**src/rtl/riscv_mem_arbiter.sv**
```systemverilog
// Arbitrates the fetch and data requesters onto a single memory port.
// Data has priority; a streak counter eventually forces a waiting fetch through.
module riscv_mem_arbiter #(
  parameter int unsigned MAX_DATA_STREAK = 4,
  parameter int unsigned TIMEOUT_CYCLES  = 64
) (
  input  logic        clk,
  input  logic        reset,
  input  logic        instr_req_i,
  input  logic [31:0] instr_addr_i,
  output logic        instr_ack_o,
  output logic [31:0] instr_rd_data_o,
  input  logic        data_req_i,
  input  logic [31:0] data_addr_i,
  input  logic        data_wr_i,
  input  logic [1:0]  data_byte_en_i,
  input  logic [31:0] data_wr_data_i,
  output logic        data_ack_o,
  output logic [31:0] data_rd_data_o,
  output logic        err_o,
  output logic        mem_req_o,
  output logic [31:0] mem_addr_o,
  output logic        mem_wr_o,
  output logic [1:0]  mem_byte_en_o,
  output logic [31:0] mem_wr_data_o,
  input  logic        mem_ack_i,
  input  logic [31:0] mem_rd_data_i
);

  typedef enum logic [1:0] {IDLE, INSTR_BUSY, DATA_BUSY} state_e;

  localparam logic [3:0] MAX_STREAK = 4'(MAX_DATA_STREAK);
  localparam logic [7:0] TMO_LAST   = 8'(TIMEOUT_CYCLES - 1);
  localparam bit         TMO_EN     = (TIMEOUT_CYCLES != 0);

  state_e      state_q, state_d;
  logic [3:0]  streak_q, streak_d;
  logic [7:0]  tmo_q, tmo_d;
  logic        mem_req_q, mem_req_d;
  logic [31:0] mem_addr_q, mem_addr_d;
  logic        mem_wr_q, mem_wr_d;
  logic [1:0]  mem_be_q, mem_be_d;
  logic [31:0] mem_wdata_q, mem_wdata_d;
  logic        instr_ack_q, instr_ack_d;
  logic [31:0] instr_rdata_q, instr_rdata_d;
  logic        data_ack_q, data_ack_d;
  logic [31:0] data_rdata_q, data_rdata_d;
  logic        err_q, err_d;
  logic        instr_elig, data_elig;

  // A requester being acked this cycle is still holding its old request.
  assign instr_elig = instr_req_i & ~instr_ack_q;
  assign data_elig  = data_req_i  & ~data_ack_q;

  always_comb begin
    state_d       = state_q;
    streak_d      = streak_q;
    tmo_d         = tmo_q;
    mem_req_d     = mem_req_q;
    mem_addr_d    = mem_addr_q;
    mem_wr_d      = mem_wr_q;
    mem_be_d      = mem_be_q;
    mem_wdata_d   = mem_wdata_q;
    instr_ack_d   = 1'b0;
    instr_rdata_d = '0;
    data_ack_d    = 1'b0;
    data_rdata_d  = '0;
    err_d         = 1'b0;

    unique case (state_q)
      IDLE: begin
        if (data_elig && (!instr_elig || streak_q < MAX_STREAK)) begin
          state_d     = DATA_BUSY;
          mem_req_d   = 1'b1;
          mem_addr_d  = data_addr_i;
          mem_wr_d    = data_wr_i;
          mem_be_d    = data_byte_en_i;
          mem_wdata_d = data_wr_data_i;
          tmo_d       = '0;
          if (!instr_req_i)          streak_d = '0;
          else if (streak_q != 4'hF) streak_d = streak_q + 4'd1;
        end else if (instr_elig) begin
          state_d     = INSTR_BUSY;
          mem_req_d   = 1'b1;
          mem_addr_d  = instr_addr_i;
          mem_wr_d    = 1'b0;
          mem_be_d    = 2'b11;
          mem_wdata_d = '0;
          tmo_d       = '0;
          streak_d    = '0;
        end
      end
      INSTR_BUSY, DATA_BUSY: begin
        if (mem_ack_i) begin
          state_d   = IDLE;
          mem_req_d = 1'b0;
          if (state_q == INSTR_BUSY) begin
            instr_ack_d   = 1'b1;
            instr_rdata_d = mem_rd_data_i;
          end else begin
            data_ack_d   = 1'b1;
            data_rdata_d = mem_wr_q ? 32'd0 : mem_rd_data_i;
          end
        end else if (TMO_EN && tmo_q == TMO_LAST) begin
          // Abort: ack the owner with an error and no data.
          state_d   = IDLE;
          mem_req_d = 1'b0;
          err_d     = 1'b1;
          if (state_q == INSTR_BUSY) instr_ack_d = 1'b1;
          else                       data_ack_d  = 1'b1;
        end else begin
          tmo_d = tmo_q + 8'd1;
        end
      end
      default: state_d = IDLE;
    endcase
  end

  always_ff @(posedge clk) begin
    if (reset) begin
      state_q       <= IDLE;
      streak_q      <= '0;
      tmo_q         <= '0;
      mem_req_q     <= 1'b0;
      mem_addr_q    <= '0;
      mem_wr_q      <= 1'b0;
      mem_be_q      <= '0;
      mem_wdata_q   <= '0;
      instr_ack_q   <= 1'b0;
      instr_rdata_q <= '0;
      data_ack_q    <= 1'b0;
      data_rdata_q  <= '0;
      err_q         <= 1'b0;
    end else begin
      state_q       <= state_d;
      streak_q      <= streak_d;
      tmo_q         <= tmo_d;
      mem_req_q     <= mem_req_d;
      mem_addr_q    <= mem_addr_d;
      mem_wr_q      <= mem_wr_d;
      mem_be_q      <= mem_be_d;
      mem_wdata_q   <= mem_wdata_d;
      instr_ack_q   <= instr_ack_d;
      instr_rdata_q <= instr_rdata_d;
      data_ack_q    <= data_ack_d;
      data_rdata_q  <= data_rdata_d;
      err_q         <= err_d;
    end
  end

  assign instr_ack_o     = instr_ack_q;
  assign instr_rd_data_o = instr_rdata_q;
  assign data_ack_o      = data_ack_q;
  assign data_rd_data_o  = data_rdata_q;
  assign err_o           = err_q;
  assign mem_req_o       = mem_req_q;
  assign mem_addr_o      = mem_addr_q;
  assign mem_wr_o        = mem_wr_q;
  assign mem_byte_en_o   = mem_be_q;
  assign mem_wr_data_o   = mem_wdata_q;

endmodule

```
**config.mk**
```make
export PLATFORM = sky130hd
export DESIGN_NAME = riscv_mem_arbiter
export DESIGN_NICKNAME = d
export VERILOG_FILES = /design/src/rtl/riscv_mem_arbiter.sv
export SDC_FILE = /design/constraint.sdc
export NUM_CORES = 1
export LEC_CHECK = 0
export BUFFER_PORTS_ARGS = -buffer_cell sky130_fd_sc_hd__buf_2
export CAP_MARGIN = 10
export CORE_MARGIN = 5
export CORE_UTILIZATION = 45
export CTS_CLUSTER_SIZE = 40
export DETAILED_ROUTE_END_ITERATION = 7
export PLACE_DENSITY = 0.87
export SYNTH_ARGS = -nofsm -noshare
export SYNTH_HDL_FRONTEND = slang
export SYNTH_SLANG_ARGS = --single-unit
```
**constraint.sdc**
```tcl
create_clock -name clk -period 2.11 [get_ports clk]
set_input_delay 0.3165 -clock clk [delete_from_list [all_inputs] [get_ports clk]]
set_output_delay 0.3165 -clock clk [all_outputs]
set_load 0.02 [all_outputs]
```
Word level (Yosys, flattened, before mapping) --
Cells that the tools add are included. Widths: inputs -> output; s select.
Word-level totals: register bits after elaboration 149, latch bits 0, RAM bits 0, bits in read-only memories 0, input bits 136, memories 0
Cells by class: add/sub/neg operators 2, multipliers 0, div/mod/pow operators 0, $lt $le $gt $ge 1, eq/ne operators 9, shift-type cells 0, multiplexer cells 34, bitwise logic cells 7, reductions and logical operators 16
Operators by type and width (count):
- $mux 32 | 4
- $mux 8 | 4
- $mux 4 | 4
- $pmux 8 s2 | 1
- $mux 1 | 13
- $mux 2 | 6
- $add 8x1->8 const B | 1
- $eq 8x6->1 const B | 1
- $ne 3x3->1 const B | 2
- $reduce_and 3->1 | 2
- $not 1->1 | 5
- $reduce_or 5->1 | 1
- $add 4x1->4 const B | 1
- $lt 4x3->1 const B | 1
- $ne 2x2->1 const B | 2
- $ne 4x4->1 const B | 1
- $pmux 2 s2 | 1
- $reduce_and 2->1 | 2
- $reduce_and 4->1 | 1
- $reduce_bool 2->1 | 2
- $reduce_or 2->1 | 2
- $reduce_or 4->1 | 1
- $ne 3x2->1 const B | 1
- $reduce_or 3->1 | 1
- other kinds (8) | 9

Longest topological paths before layout --
Gate-level depths: netlist of the first run.
depth in word-level cells 7, mapped depth 8

Worst setup path after synthesis of the first run --
Ideal clock, no wire load.
kind register to register, from register state_q[0], to register tmo_q[3], setup time 0.092 ns, arrival time 1.539 ns, path slack 0.479 ns, cell stages (with the launch flop) 8, cell sequence dfxtp_1 inv_1 ha_1 buf_4 nand2b_1 a31oi_1 nand2_2 o32ai_1
On the way: longest elaborated chain between the ends 4, elaborated cells on any way between the ends 10, those cells by class eq/ne (5); mux (1); reduce/logical (4)
Ends and longest elaborated chain:
- start, declared | line 36 | state_e state_q, state_d;
- start signal, assigned | line 135 | state_q <= state_d;
- $eq 2x1->1 / $eq 2x2->1 (equally long branches) | line 70 | unique case (state_q)
- $reduce_or 2->1 | line 70
- $ne 2x2->1 (no source line) / $reduce_bool 2->1 (equally long branches)
- $reduce_and 4->1 (no source line)
- end signal, assigned | line 137 | tmo_q <= tmo_d;
- end, declared | line 38 | logic [7:0] tmo_q, tmo_d;
Several ways; a longest one is shown, not always the timed one. A chain may end at the register's enable or synchronous reset.

Worst setup path in the final report of the first run --
from register state_q[0], to register tmo_q[5]
The elaborated chain is that of the path after synthesis.

==> results of run 1 <==
worst register-to-register path: stages, from the launching register on:
cell and delay [ns]:
dfxtp_1 0.34, inv_1 0.07, ha_1 0.46, nand2b_1 0.25, a31oi_2 0.39, nand3_1 0.12
a22oi_1 0.19
sequential cells by signal, indices dropped and copies added (netlist names):
signal / count
streak_q: 4
mem_wr_data_o: 32
tmo_q: 8
instr_ack_o: 1
data_rd_data_o: 32
instr_rd_data_o: 32
mem_wr_o: 1
state_q: 2
mem_byte_en_o: 2
err_o: 1
mem_addr_o: 32
data_ack_o: 1
mem_req_o: 1
what timing repair did:
item / 4_1_cts / 5_1_grt
endpoints found under the setup margin: 0 / 2
gates resized for setup: 0 / 1
setup buffers: 0 / 0
through the flow:
| stage | util | total power [mW] |
|---|---|---|
| global route | 0.625 | 7.54 |
| detailed placement | 0.579 | 4.55 |
| CTS | 0.624 | 7.28 |
| global placement | 0.579 | 4.52 |
| finish | 0.625 | 7.20 |
| floorplan | - | 4.06 |
cell usage after synthesis, drive strengths merged (3+ instances only):
master  number  area (µm²)
a211oi      34         255
a21oi        9        52.6
a22oi       34         255
a31oi        5        31.3
a41oi        3        45.1
and2        64         400
buf         15         129
clkbuf      20        76.3
dfxtp      149        2980
ha           4        50.1
inv          4        15.0
mux2i       33         330
nand2        6        25.0
nand2b       6        45.0
nand3        4        20.0
nand4        3        18.8
nor2        77         289
nor3         8        40.0
o21ai        9        52.6
o32ai        3        41.3
or4b         3        30.0
area by class of cell:
class / instances / area [µm²]
clock inverters: 13 / 98.8
flip-flops and latches: 149 / 2980
multi-input cells: 326 / 2200
clock buffers: 19 / 443
well taps: 147 / 184
repair buffers: 281 / 1480
fillers: 988 / 4450
inverters: 4 / 15.0
cells by family after synthesis:
group	count (synthesis)	synth area share
and+or+nand+nor	182	0.181
AOI/OAI and AO/OA	107	0.152
DFF	149	0.555
adders and majority gates	4	0.00931
buffers and inverters	39	0.0409
muxes	33	0.0614
power breakdown:
| group | switching [mW] | leakage [nW] | internal (mW) |
|---|---|---|---|
| Sequential | 0.0936 | 1.22 | 3.02 |
| Clock | 1.17 | 0.249 | 1.55 |
| Combinational | 0.838 | 2.17 | 0.526 |
layer usage:
metal  vias to the layer above  routed length, µm  global-route usage
li1                       2337                  -                   -
met1                      2128               5670               0.224
met2                       171               6980               0.321
met4                         0                213              0.0637
met3                        16                882              0.0518
met5                         -                  0                   0
how the worst min path moves through the flow:
stage | startpoint | to | slack [ns] | cells after the start
4_1_cts | mem_rd_data_i[14] | instr_rd_data_o[14] | 0.1 | 2
5_1_grt | mem_rd_data_i[7] | instr_rd_data_o[7] | 0.11 | 2
3_5_place_dp | mem_req_o | mem_req_o | 0.48 | 2
6_report | mem_rd_data_i[25] | data_rd_data_o[25] | 0.12 | 2
2_1_floorplan | mem_ack_i | err_o | 0.40 | 1
3_3_place_gp | mem_req_o | mem_req_o | 0.46 | 2
==> metrics.txt, run 1 <==
status complete, no violations; Critical Path RT 2.43 ns; P&R area growth vs syn 37.8%; fin. max-slew vios 0; PD cells 971 nW/µm²; Critical Path End tmo_q[5]; row count 40; CP top delay family compound AO/OA/AOI/OAI gates; r2r worst-path depth 6; post-route cell area 7410 µm²; CTS Buf Count 17; DRC violations left 0; Synth Warn # 0; layout cells sized above 1 0.414; synthesized area per cell 10.5 µm²; Lkg Pwr 3.63 nW; Worst path max stage delay 0.46 ns; total wire length 13,700 µm; Post-synth EDFFs 0; Worst slew margin 0.584; Die ar. 14,200 µm²; Vias/cell 4.95; Final Cycle Share 0.903; worst-skew pair later-pin latency 0.41 ns; ys flop type dfxtp_1; DR iter-0 viols 189; Synth Cell Area 5380 µm²; Placed Cells 907; global route total overflow 0; clk buf depth 2; Post-Layout Cell Count 939; Routed WL per cell 14.6 µm; nets 919; DP Area 6860 µm²; most common library cell in the layout ignoring fill and taps buf_2; post-DP HPWL 10,200 µm; Die Y 119 µm; PortBufs 270; Core Area 11,900 µm²; Final Wtd Congestion 0.824; Async S/R FF share, synth 0; # Max-Cap Violations 0; RSZ-0062 raised after global routing no; setup TNS 0 ns; worst setup path class reg -> reg; post-synthesis cell count 514; via count 4,652; dpl ws 0.162 ns; CTS Hold Buffers Added 0; post-synthesis register bit count 149; vias in the first global route 4,474; first-pass GRT wire length 21,600 µm; crit path launch state_q[0]; measured slew at the worst slew-check pin 0.624 ns; num ports 271; CTS tree yes; Worst setup EP type flop; worst min-delay path category in -> reg; Worst Path Arrival 2.23 ns; Setup WS post-layout 0.205 ns; worst r2r src state_q[0]; Slowest-stage cell, CP ha_1; initial antenna violation count 0; Max Freq 525 MHz; Distinct cells, synth 51; Bufs and invs on worst path 1; Worst Setup Start Kind flop; antenna cell count 0; commonest non-fill, non-tap cells in the layout buf_2, dfxtp_1, nor2_1; GRT Total Usage 0.186; R2R Setup Slk 0.20 ns; Die X-Extent 119 µm; Min Hold Slack 0.117 ns; Final Hold Viols 0; pin count of the biggest net entering global routing 62; Clock Tree Root clkbuf_16; sequential area share after synthesis 0.555; Final setup viols 0; Initial Utilization 0.453; Crit path depth 6; syn_nets 654; drt pass-1 iters 4; antenna viol nets, final 0; Reg clk slew, reported paths 0.06 ns; H-tree Lvls 4; Clock Sinks 149; CP cell instances inv_1 -> ha_1 -> nand2b_1 -> a31oi_2 -> nand3_1 -> a22oi_1; skew final 0.00934 ns; highest net fanout along the worst path 10; Worst R2R End tmo_q[5]; Peak supply drop 513 µV; Period minus WS final 1.91 ns
(Power assumes the default switching activity.)
==> run 2, diff against run 1 <==
ABC_AREA = 1   (was not set)
CORE_UTILIZATION = 46   (was 45)
PLACE_DENSITY = 0.88   (was 0.87)
==> metrics.txt, run 2 <==
fin. max-slew vios 0 (unchanged); Critical Path RT 2.42 ns (was 2.43 ns); status complete, no violations (unchanged); Synth Cell Area 5670 µm² (was 5380 µm²); CP cell instances inv_1 -> ha_1 -> inv_2 -> o21ai_4 -> nand2_4 -> nand2_1 -> nand2_1 -> nand2_1 -> inv_1 (was inv_1 -> ha_1 -> nand2b_1 -> a31oi_2 -> nand3_1 -> a22oi_1); ys flop type dfxtp_1 (unchanged); clock share of power 0.390 (was 0.377); global route total overflow 0 (unchanged); postcts setup bufs 0 (unchanged); CTS Hold Buffers Added 0 (unchanged); setup TNS 0 ns (unchanged); Post-Layout Cell Count 1,131 (was 939); vias in the first global route 5,163 (was 4,474); Worst Setup Start Kind flop (unchanged); Async S/R FF share, synth 0 (unchanged); Final Core Density 0.634 (was 0.625); Max Freq 574 MHz (was 525 MHz); first-pass GRT wire length 23,500 µm (was 21,600 µm); top post-synthesis cells by area dfxtp_1, nand2_1, inv_1, nor2_1, a21oi_1 (was dfxtp_1, and2_1, mux2i_1, nor2_1, a211oi_1); num ports 271 (unchanged); Layout fillers 1,037 (was 988); Die Y 121 µm (was 119 µm); cell taking the most area after synthesis dfxtp_1 (unchanged); CP top delay family adder cells (was compound AO/OA/AOI/OAI gates); r2r worst-path depth 9 (was 6); Final Wtd Congestion 0.831 (was 0.824); nets 1,090 (was 919); Initial Utilization 0.470 (was 0.453); Routed WL per cell 13.1 µm (was 14.6 µm); Worst setup EP type flop (unchanged); most common library cell in the layout ignoring fill and taps buf_2 (unchanged); H-tree Lvls 4 (unchanged); Sw Pwr 2.21 mW (was 2.10 mW); Clock Tree Root clkbuf_16 (unchanged); total wire length 14,800 µm (was 13,700 µm); sequential power share 0.423 (was 0.433); Reg clk slew, reported paths 0.07 ns (was 0.06 ns); Tot Pwr 7.37 mW (was 7.20 mW); Combinational Power Share 0.187 (was 0.190); CP most frequent cell nand2_1; PD cells 964 nW/µm² (was 971 nW/µm²); # Max-Cap Violations 0 (unchanged); # resized after CTS 0 (unchanged); Peak supply drop 688 µV (was 513 µV); skew final 0.00606 ns (was 0.00934 ns); Final Cycle Share 0.825 (was 0.903); worst setup path class reg -> reg (unchanged); synthesized area per cell 8.26 µm² (was 10.5 µm²); pin count of the biggest net entering global routing 59 (was 62); Die X-Extent 121 µm (was 119 µm); row count 40 (unchanged); Pint 5.16 mW (was 5.10 mW); drt pass-1 iters 4 (unchanged); Distinct cells, synth 33 (was 51); GRT Total Usage 0.198 (was 0.186); most frequent cells after synthesis dfxtp_1, nand2_1, inv_1 (was dfxtp_1, nor2_1, and2_1); post-DP HPWL 11,100 µm (was 10,200 µm); DR iter-0 viols 338 (was 189); Sw Ratio 0.300 (was 0.292); syn_nets 827 (was 654); cell with the most instances after synthesis dfxtp_1 (unchanged); highest net fanout along the worst path 10 (unchanged); worst-skew pair later-pin latency 0.41 ns (about the same); CTS Buf Count 17 (unchanged); crit path launch state_q[0] (unchanged); Vias/cell 4.66 (was 4.95); Lkg Pwr 4.12 nW (was 3.63 nW); clk buf depth 2 (unchanged); layout cells sized above 1 0.376 (was 0.414); post-synthesis register bit count 149 (unchanged); measured slew at the worst slew-check pin 0.566 ns (was 0.624 ns); Worst path max stage delay 0.41 ns (was 0.46 ns); worst min-delay path category in -> reg (unchanged); antenna cell count 0 (unchanged); Critical Path End tmo_q[5] (unchanged); Die ar. 14,700 µm² (was 14,200 µm²); R2R Setup Slk 0.37 ns (was 0.20 ns); Synth Warn # 0 (unchanged); Worst R2R End tmo_q[5] (unchanged); RSZ-0062 raised after global routing no (unchanged); Worst slew margin 0.622 (was 0.584); top-area cell type share of the netlist area 0.526 (was 0.555); sequential area share after synthesis 0.526 (was 0.555); Crit path depth 9 (was 6); Final setup viols 0 (unchanged); initial antenna violation count 0 (unchanged); Clock Sinks 149 (unchanged); Slowest-stage cell, CP ha_1 (unchanged); CTS tree yes (unchanged); Final Hold Viols 0 (unchanged); antenna viol nets, final 0 (unchanged); Bufs and invs on worst path 3 (was 1); Min Hold Slack 0.131 ns (was 0.117 ns); Worst Path Arrival 2.05 ns (was 2.23 ns); P&R area growth vs syn 34.8% (was 37.8%); Core Area 12,100 µm² (was 11,900 µm²); Placed Cells 1,099 (was 907); via count 5,265 (was 4,652); Post-synth EDFFs 0 (unchanged); commonest non-fill, non-tap cells in the layout buf_2, dfxtp_1, nand2_1 (was buf_2, dfxtp_1, nor2_1); PortBufs 270 (unchanged); worst r2r src state_q[0] (unchanged); Period minus WS final 1.74 ns (was 1.91 ns); DRC violations left 0 (unchanged); post-synthesis cell count 687 (was 514)
-- run 2: cells by family after synthesis --
family          Yosys count  synth area share
xor+xnor                  1           0.00154
flops                   149             0.526
buf+inv                 125             0.105
simple gates            261             0.195
fa+ha+maj                 4           0.00882
compound gates          147             0.164
-- run 2: cell type report --
type                            count  area [µm²]  area share
Multi-Input combinational cell    413        2100       0.274
Sequential cell                   149        2980       0.390
Clock buffer                       17         425      0.0556
Timing Repair Buffer              280        1450       0.190
Tap cell                          168         210      0.0275
Inverter                           89         335      0.0439
Clock inverter                     15         144      0.0188
-- run 2: worst min-delay path: stages --
cell	delay (ns)
buf_2	0.07
inv_1	0.04
nor2_1	0.08
-- run 2: power by group through the flow --
stage               combinational, mW  sequential [mW]  clock (mW)
floorplan                       0.731             3.39           0
global placement                 1.36             3.17           0
detailed placement               1.39             3.17           0
CTS                              1.39             3.11        2.95
global route                     1.52             3.14        3.08
finish                           1.38             3.11        2.88
-- run 2: metal layers --
metal	wire [µm]	track usage	vias to the layer above	share of wire
met3	1070	0.0424	24	0.072
met4	286	0.0914	0	0.019
met2	7620	0.355	211	0.51
met5	0	0	-	0
met1	5870	0.222	2355	0.40
li1	-	-	2675	-
-- run 2: worst min-delay path by stage --
stage                      startpoint             endpoint  slack, ns  cells after the start
detailed placement  mem_wr_data_o[29]    mem_wr_data_o[29]       0.45                      2
global route        mem_rd_data_i[29]  instr_rd_data_o[29]       0.12                      3
finish              mem_rd_data_i[29]  instr_rd_data_o[29]       0.13                      3
floorplan                   mem_ack_i                err_o       0.40                      1
global placement    mem_wr_data_o[29]    mem_wr_data_o[29]       0.45                      2
CTS                 mem_rd_data_i[20]  instr_rd_data_o[20]       0.11                      3
-- run 2: metrics by stage --
stage | area, µm² | worst slack [ns]
after floorplan | 5670 | 0.601
after global placement | 7080 | 0.408
after detailed placement | 7080 | 0.382
after CTS | 7640 | 0.364
after global routing | 7640 | 0.217
final | 7640 | 0.369
